### src/rtl/lab5_tap_feeder_if.sv
// lab5_tap_feeder_if: sample handshake, flush request and tap/strobe outputs of the tap feeder
interface lab5_tap_feeder_if #(parameter int W = 10);
  logic signed [W-1:0] in_sample;
  logic in_valid;
  logic in_ready;
  logic flush;
  logic signed [W-1:0] x1;
  logic signed [W-1:0] x2;
  logic signed [W-1:0] x3;
  logic taps_valid;
  logic y_valid;
  logic busy;
  modport master (output in_sample, in_valid, flush, input in_ready, x1, x2, x3, taps_valid, y_valid, busy);
  modport slave (input in_sample, in_valid, flush, output in_ready, x1, x2, x3, taps_valid, y_valid, busy);
endinterface

### src/rtl/lab5_tap_feeder.sv
// lab5_tap_feeder: 3-deep sample delay line feeding the lab 5 tap datapath, with flush and y_valid alignment
module lab5_tap_feeder #(
  parameter int DPATH_LAT = 2,
  parameter int W = 10
) (
  input logic clk,
  input logic reset,
  lab5_tap_feeder_if.slave bus
);
  typedef enum logic [1:0] {FILL, RUN, FLUSH} state_t;
  state_t state_q, state_d;
  logic [1:0] fill_q, fill_d, fill_e;
  logic inj_q, inj_d, clr_q, clr_d, rdy_q, rdy_d, busy_q, busy_d, tv_q, tv_d;
  logic inj, acc, shift, go_flush;
  logic signed [W-1:0] x1_q, x2_q, x3_q, x1_d, x2_d, x3_d, x1_b, x2_b, x3_b;
  logic [DPATH_LAT:0] yv;
  // clr_q marks the cycle right after the last injection: the line is zeroed
  // at the next edge, but a sample accepted on that edge lands on the zeroed line
  // Injected zeros do not advance fill_cnt, so a partial line never completes by flushing
  always_comb begin
    fill_e = clr_q ? 2'd0 : fill_q;
    x1_b = clr_q ? '0 : x1_q;
    x2_b = clr_q ? '0 : x2_q;
    x3_b = clr_q ? '0 : x3_q;
    inj = state_q == FLUSH;
    acc = bus.in_valid && rdy_q;
    shift = acc || inj;
    x1_d = shift ? (inj ? '0 : bus.in_sample) : x1_b;
    x2_d = shift ? x1_b : x2_b;
    x3_d = shift ? x2_b : x3_b;
    tv_d = shift && fill_e >= 2'd2;
    fill_d = (acc && fill_e != 2'd3) ? fill_e + 2'd1 : fill_e;
    go_flush = bus.flush && !inj && (acc || fill_e != 2'd0);
    clr_d = inj && inj_q;
    inj_d = inj && !inj_q;
    state_d = inj ? (inj_q ? FILL : FLUSH) : go_flush ? FLUSH : (fill_d == 2'd3 ? RUN : FILL);
    busy_d = state_d == FLUSH;
    rdy_d = state_d != FLUSH;
  end
  always_ff @(posedge clk or posedge reset) begin
    if (reset) begin
      state_q <= FILL;
      fill_q <= '0;
      inj_q <= 1'b0;
      clr_q <= 1'b0;
      rdy_q <= 1'b0;
      busy_q <= 1'b0;
      tv_q <= 1'b0;
      x1_q <= '0;
      x2_q <= '0;
      x3_q <= '0;
    end else begin
      state_q <= state_d;
      fill_q <= fill_d;
      inj_q <= inj_d;
      clr_q <= clr_d;
      rdy_q <= rdy_d;
      busy_q <= busy_d;
      tv_q <= tv_d;
      x1_q <= x1_d;
      x2_q <= x2_d;
      x3_q <= x3_d;
    end
  end
  assign yv[0] = tv_q;
  for (genvar g = 0; g < DPATH_LAT; g++) begin : g_ypipe
    always_ff @(posedge clk or posedge reset) begin
      if (reset) yv[g+1] <= 1'b0;
      else yv[g+1] <= yv[g];
    end
  end
  assign bus.y_valid = yv[DPATH_LAT];
  assign bus.in_ready = rdy_q;
  assign bus.busy = busy_q;
  assign bus.taps_valid = tv_q;
  assign bus.x1 = x1_q;
  assign bus.x2 = x2_q;
  assign bus.x3 = x3_q;
endmodule
### src/flat_wrapper.sv
// flat-port wrapper written by rule: the top's interface ports become plain ports
module lab5_tap_feeder_flat 
#(
  parameter int DPATH_LAT = 2,
  parameter int W = 10
)
  (clk, reset, bus_in_sample, bus_in_valid, bus_flush, bus_in_ready, bus_x1, bus_x2, bus_x3, bus_taps_valid, bus_y_valid, bus_busy);
  lab5_tap_feeder_if #(.W(W)) bus_i ();
  input logic clk;
  input logic reset;
  input wire logic [$bits(bus_i.in_sample)-1:0] bus_in_sample;
  input wire logic [$bits(bus_i.in_valid)-1:0] bus_in_valid;
  input wire logic [$bits(bus_i.flush)-1:0] bus_flush;
  output wire logic [$bits(bus_i.in_ready)-1:0] bus_in_ready;
  output wire logic [$bits(bus_i.x1)-1:0] bus_x1;
  output wire logic [$bits(bus_i.x2)-1:0] bus_x2;
  output wire logic [$bits(bus_i.x3)-1:0] bus_x3;
  output wire logic [$bits(bus_i.taps_valid)-1:0] bus_taps_valid;
  output wire logic [$bits(bus_i.y_valid)-1:0] bus_y_valid;
  output wire logic [$bits(bus_i.busy)-1:0] bus_busy;
  assign bus_i.in_sample = bus_in_sample;
  assign bus_i.in_valid = bus_in_valid;
  assign bus_i.flush = bus_flush;
  assign bus_in_ready = bus_i.in_ready;
  assign bus_x1 = bus_i.x1;
  assign bus_x2 = bus_i.x2;
  assign bus_x3 = bus_i.x3;
  assign bus_taps_valid = bus_i.taps_valid;
  assign bus_y_valid = bus_i.y_valid;
  assign bus_busy = bus_i.busy;
  lab5_tap_feeder #(.DPATH_LAT(DPATH_LAT), .W(W)) u_core (.clk(clk), .reset(reset), .bus(bus_i));
endmodule
### config.mk
export PLATFORM = sky130hd
export DESIGN_NAME = lab5_tap_feeder_flat
export DESIGN_NICKNAME = d
export VERILOG_FILES = /design/src/rtl/lab5_tap_feeder_if.sv /design/src/rtl/lab5_tap_feeder.sv /design/src/flat_wrapper.sv
export SDC_FILE = /design/constraint.sdc
export NUM_CORES = 1
export LEC_CHECK = 0
export ABC_AREA = 1
export CAP_MARGIN = 20
export CELL_PAD_IN_SITES_DETAIL_PLACEMENT = 1
export CELL_PAD_IN_SITES_GLOBAL_PLACEMENT = 2
export CORE_ASPECT_RATIO = 0.6
export CORE_UTILIZATION = 23
export CTS_CLUSTER_DIAMETER = 50
export DETAILED_ROUTE_END_ITERATION = 8
export GPL_ROUTABILITY_DRIVEN = 0
export PLACE_DENSITY_LB_ADDON = 0.1
export SLEW_MARGIN = 20
export SYNTH_ARGS = -nofsm -noshare
export SYNTH_HDL_FRONTEND = slang
export SYNTH_SLANG_ARGS = --single-unit
### constraint.sdc
create_clock -name clk -period 3.9 [get_ports clk]
set_input_delay 0.975 -clock clk [delete_from_list [all_inputs] [get_ports clk]]
set_output_delay 0.975 -clock clk [all_outputs]
set_load 0.01 [all_outputs]
==> results.json, run 1 <==
{
  "outcome": "finished with violations",
  "violations": "DRC",
  "end_kind": "output port",
  "synth_top_family_by_area": "simple AND/OR/NAND/NOR gates",
  "ys.flop_type": "dfrtp_1",
  "first_iter_violations": 56,
  "cp.arrival_ns": 1.29,
  "portBuffers": 47,
  "netlist_top_cells_area": "dfrtp_1, nand3_1, nand2_1",
  "ant_nets": 0,
  "p_per_area_nw_per_um2": 756,
  "post_cts_resized": 0,
  "netlist_instances": 167,
  "grt_max_degree": 42,
  "yosys.area_share.simple_pct": 21.4,
  "crit_required_ns": 2.92,
  "tightestPinTransition_ns": 0.584,
  "register_area_um2": 1030,
  "cts_tree": "done",
  "finalSetupViolations": 0,
  "crit_type": "register to output port",
  "insertion_delay_ns": 0.28,
  "postCtsSetupBuffers": 0,
  "num_vias": 1328,
  "die_y_um": 68.2,
  "post-route-worst-setup-slack_ns": 1.64,
  "drt_first_pass_iters": 6,
  "drv_cap": 0,
  "finalSetupTns_ns": 0,
  "yosys_warnings": 0,
  "synth_area_per_cell_um2": 10.1,
  "critical_path.max_fanout": 3,
  "grt_pass1_vias": 1415,
  "place_ws_ns": 1.53,
  "core_area_um2": 6850,
  "p_total_w": 0.00178,
  "synth_top_area_share_pct": 61.1,
  "drc_errors": 4,
  "slew_headroom_pct": 60.8,
  "crit_slowest_cell": "clkdlybuf4s50_1",
  "fin_crit_sh_pct": 58.0,
  "diodes": 0,
  "r2r_start": "u_core.clr_q",
  "area_growth_pct": 39.9,
  "initial_utilization_pct": 24.5,
  "wl_per_cell_um": 14.9,
  "p_leak_nw": 1.02,
  "syn_area_um2": 1680,
  "synth_top_cell_by_area": "dfrtp_1",
  "worst-path-buf-inv": 1,
  "ctsLongestPathBuffers": 2,
  "synth_mux_area_share_pct": 0,
  "synth.top_cells.by_count": "dfrtp_1, nand3_1, nand2_1",
  "ys_ff_latch": 41,
  "fin_crit_ns": 2.26,
  "ys_async_sr_fraction_pct": 100,
  "cts_num_sinks": 41,
  "hpwl_mm": 3.29,
  "grt_usage_pct": 13.6,
  "r2r_end": "u_core.bus.in_ready",
  "crit_family": "buffers and inverters",
  "syn_nets": 183,
  "dp_cells": 294,
  "finClkSkew_ns": 0.00531,
  "antenna_found_initial": 0,
  "multiInputGateArea_um2": 543,
  "critPathLaunch": "u_core.bus.x1[6]",
  "worst_path_largest_cell_delay_ns": 0.57,
  "reg2reg_depth": 8,
  "critPathLaunchType": "register",
  "wl_mm": 4.49,
  "synth.distinct_cells": 20,
  "nets": 230,
  "clock.fmax_mhz": 442,
  "die_area_um2": 7660,
  "synth-edff-count": 0,
  "hold_violations": 0,
  "cts-root-buf": "clkbuf_16",
  "synth_compound_area_share_pct": 9.46,
  "min_path_type": "register to register",
  "reg2reg_slack_ns": 2.15,
  "drive_above_1_share_pct": 9.77,
  "nFillCells": 780,
  "slew_violations": 0,
  "synth_xor_area_share_pct": 0,
  "htreeDepth": 2,
  "grt_setup_unrepaired": "false",
  "grt_pass1_wl_mm": 7.73,
  "boundaryPins": 48,
  "synth_adder_area_share_pct": 1.49,
  "grt_overflow": 0,
  "clk_pin_slew_ns": 0.06,
  "synth_most_common_cell": "dfrtp_1",
  "fin_cells": 302,
  "ys_seq_area_share_pct": 61.1,
  "endpoint": "bus_x1[6]",
  "via_per_inst": 4.40,
  "path_cells": "clkdlybuf4s50_1",
  "worst-path-stages": 1,
  "numCtsBuffers": 5,
  "peakVddDrop_uv": 191,
  "fp-row-count": 23,
  "die_w_um": 112,
  "hold_buffers": 0
}
worst register-to-register path, cell delays in order, from the launching register on:
cell and delay (ns):
dfrtp_1 0.41, inv_1 0.06, buf_4 0.36, nand2_1 0.16, ha_1 0.24, nand2_1 0.08
nand2_1 0.10, a21oi_1 0.17, inv_1 0.06
through the flow:
step | cell area, um2 | hold WS, ns | util (%)
after detailed placement | 2210 | 0.341 | 32.2
after global routing | 2350 | 0.363 | 34.3
final | 2350 | 0.348 | 34.3
after floorplan | 1680 | 0.331 | -
after CTS | 2350 | 0.355 | 34.3
after global placement | 2210 | 0.336 | 32.2
worst min path at each step:
stage            startpoint            endpoint  slack (ns)  cells after the start
2_1_floorplan  u_core.yv[1]  u_core.bus.y_valid        0.33                      0
3_3_place_gp   u_core.yv[1]  u_core.bus.y_valid        0.34                      0
3_5_place_dp   u_core.yv[1]  u_core.bus.y_valid        0.34                      0
4_1_cts        u_core.yv[1]  u_core.bus.y_valid        0.36                      0
5_1_grt        u_core.yv[1]  u_core.bus.y_valid        0.36                      0
6_report       u_core.yv[1]  u_core.bus.y_valid        0.35                      0
power by group:
part           internal, W  total [W]  switching, W  leakage, nW
sequential        0.000564   0.000659     0.0000954        0.553
clock             0.000234   0.000397      0.000163       0.0696
combinational     0.000299   0.000720      0.000421        0.401
final cells by class:
class                           instances  share of cell area [%]
Sequential cell                        41                    43.7
Multi-Input combinational cell        106                    23.1
Timing Repair Buffer                   49                    20.7
Clock buffer                            5                    5.32
Tap cell                               87                    4.63
Inverter                               11                    1.86
Clock inverter                          3                   0.745
cells in the final DEF (no fill, tap or decap), drive strengths merged:
master	count
buf	2
nand3	35
ha	2
nand2	33
a21oi	2
clkdlybuf4s50	47
clkbuf	5
nor2	7
clkinv	4
dfrtp	41
nand4	1
clkinvlp	1
inv	9
o21ai	26
cell families after synthesis:
logic type	count (synthesis)
simple gates	76
flops	41
fa+ha+maj	2
buf+inv	20
compound gates	28
flip-flops by register name (all words and copies together) (netlist names):
| signal | flops |
|---|---|
| u_core.bus.x1 | 10 |
| u_core.bus.x2 | 10 |
| u_core.bus.x3 | 10 |
| u_core.fill_q | 2 |
| u_core.state_q | 2 |
| u_core.bus.busy | 1 |
| u_core.bus.in_ready | 1 |
| u_core.bus.taps_valid | 1 |
| u_core.bus.y_valid | 1 |
| u_core.clr_q | 1 |
| u_core.inj_q | 1 |
| u_core.yv | 1 |
routing by layer:
metal / up-vias / track usage, % / part of all wire (%)
met5: - / 0 / 0
met1: 646 / 19.0 / 53
met2: 29 / 20.5 / 42
met4: 0 / 4.00 / 0.56
met3: 2 / 4.07 / 4.8
li1: 651 / - / -
(Power assumes the default switching activity.)
==> inputs of run 2 (changes only) <==
- clock period: 3.9 -> 2.07 ns (I/O delays scaled with it)
==> run 2 against run 1 <==
Net effect: the flow still finishes with violations (DRC); die area stayed put; clock power is 110% higher; wire length is 3.8% higher; core utilization is 0.51 points higher; power is 94% higher; setup slack worse by 1.3 ns; critical path depth stayed put; sequential share of layout area is 0.64 points lower; critical endpoint is now bus_x1[8].
==> results.json, run 2 (same netlist as run 1, synthesis figures left out) <==
{
  "p_leak_nw": 1.04,
  "initial_utilization_pct": 24.5,
  "wl_per_cell_um": 15.4,
  "hold_violations": 0,
  "drv_cap": 0,
  "cp.arrival_ns": 1.26,
  "wl_mm": 4.66,
  "portBuffers": 47,
  "crit_required_ns": 1.55,
  "crit_slowest_cell": "clkdlybuf4s50_1",
  "peakVddDrop_uv": 531,
  "insertion_delay_ns": 0.28,
  "num_vias": 1347,
  "antenna_found_initial": 0,
  "outcome": "finished with violations",
  "fin_crit_sh_pct": 86.1,
  "cts_num_sinks": 41,
  "via_per_inst": 4.45,
  "grt_pass1_vias": 1453,
  "critical_path.max_fanout": 3,
  "grt_max_degree": 42,
  "die_area_um2": 7660,
  "mostFrequentLayoutCells": "clkdlybuf4s50_1, dfrtp_1, nand3_1",
  "cts-root-buf": "clkbuf_16",
  "postCtsSetupBuffers": 0,
  "clk_pin_slew_ns": 0.06,
  "r2r_start": "u_core.clr_q",
  "first_iter_violations": 55,
  "grt_usage_pct": 13.6,
  "drive_above_1_share_pct": 10.2,
  "clock.fmax_mhz": 561,
  "grt_setup_unrepaired": "false",
  "cts_tree": "done",
  "fin_crit_ns": 1.78,
  "drc_errors": 4,
  "crit_family": "buffers and inverters",
  "end_kind": "output port",
  "hold_buffers": 0,
  "final_area_um2": 2380,
  "hpwl_mm": 3.32,
  "die_y_um": 68.2,
  "die_w_um": 112,
  "worst-path-buf-inv": 1,
  "slew_headroom_pct": 71.9,
  "finClkSkew_ns": 0.00484,
  "finalSetupViolations": 0,
  "grt_pass1_wl_mm": 7.90,
  "crit_type": "register to output port",
  "nets": 231,
  "boundaryPins": 48,
  "dpl-instance-area_um2": 2230,
  "fp-row-count": 23,
  "min_path_type": "register to register",
  "reg2reg_depth": 7,
  "ctsLongestPathBuffers": 2,
  "path_cells": "clkdlybuf4s50_1",
  "drt_first_pass_iters": 6,
  "p_total_w": 0.00344,
  "layout_commonest_cell": "clkdlybuf4s50_1",
  "core_area_um2": 6850,
  "area_growth_pct": 42.0,
  "p_per_area_nw_per_um2": 1440,
  "worst_path_largest_cell_delay_ns": 0.57,
  "r2r_end": "u_core.bus.in_ready",
  "htreeDepth": 2,
  "hold_start": "u_core.yv[1]",
  "tightestPinTransition_ns": 0.422,
  "ant_nets": 0,
  "min_to": "u_core.bus.y_valid",
  "reg2reg_slack_ns": 0.65,
  "critPathLaunchType": "register",
  "violations": "DRC",
  "diodes": 0,
  "slew_violations": 0,
  "post_cts_resized": 0,
  "finalSetupTns_ns": 0,
  "grt_overflow": 0,
  "holdPathStages": 0,
  "numCtsBuffers": 5
}
[run 2: worst max-delay path by stage]
stage / start / end / slack (ns) / cells past startpoint
2_1_floorplan: reset / u_core.bus.busy / 0.61 / 1
6_report: u_core.bus.x1[8] / bus_x1[8] / 0.29 / 1
4_1_cts: u_core.bus.in_ready / bus_in_ready / 0.27 / 1
3_3_place_gp: bus_in_valid / u_core.bus.x3[8] / 0.25 / 6
5_1_grt: u_core.bus.x1[6] / bus_x1[6] / 0.24 / 1
3_5_place_dp: bus_in_valid / u_core.bus.x2[0] / 0.19 / 5
[run 2: power breakdown]
group	total [W]	leakage (nW)	switching (W)	internal (W)
Sequential	0.00123	0.553	0.000171	0.00106
Combinational	0.00139	0.410	0.000813	0.000578
Clock	0.000818	0.0799	0.000307	0.000511
Total	0.00344	1.04	0.00129	0.00215
[run 2: layout make-up]
type / count / area [um2]
Fill cell: 786 / 4460
Clock inverter: 1 / 5.00
Sequential cell: 41 / 1030
Inverter: 11 / 43.8
Timing Repair Buffer: 50 / 505
Multi-Input combinational cell: 106 / 543
Tap cell: 87 / 109
Clock buffer: 7 / 153
[run 2: stage by stage]
step / hold slack [ns] / std cells / util (%) / setup slack [ns]
global route: 0.363 / 303 / 34.8 / 0.236
finish: 0.346 / 303 / 34.8 / 0.289
CTS: 0.349 / 303 / 34.8 / 0.272
detailed placement: 0.336 / 295 / 32.5 / 0.187
global placement: 0.336 / 295 / 32.5 / 0.246
floorplan: 0.331 / 167 / - / 0.606
[run 2: metal layers]
layer	share of wire, %	GRT usage (%)	up-vias
li1	-	-	648
met1	53	19.7	662
met2	41	19.3	32
met3	5.3	4.34	5
met4	0.77	4.00	0
met5	0	0	-
==> inputs of run 3 (changes only) <==
- SETUP_SLACK_MARGIN: not set -> 0.05
==> results of run 3 <==
The final DEF is identical to that of run 2; final timing and power are the same.
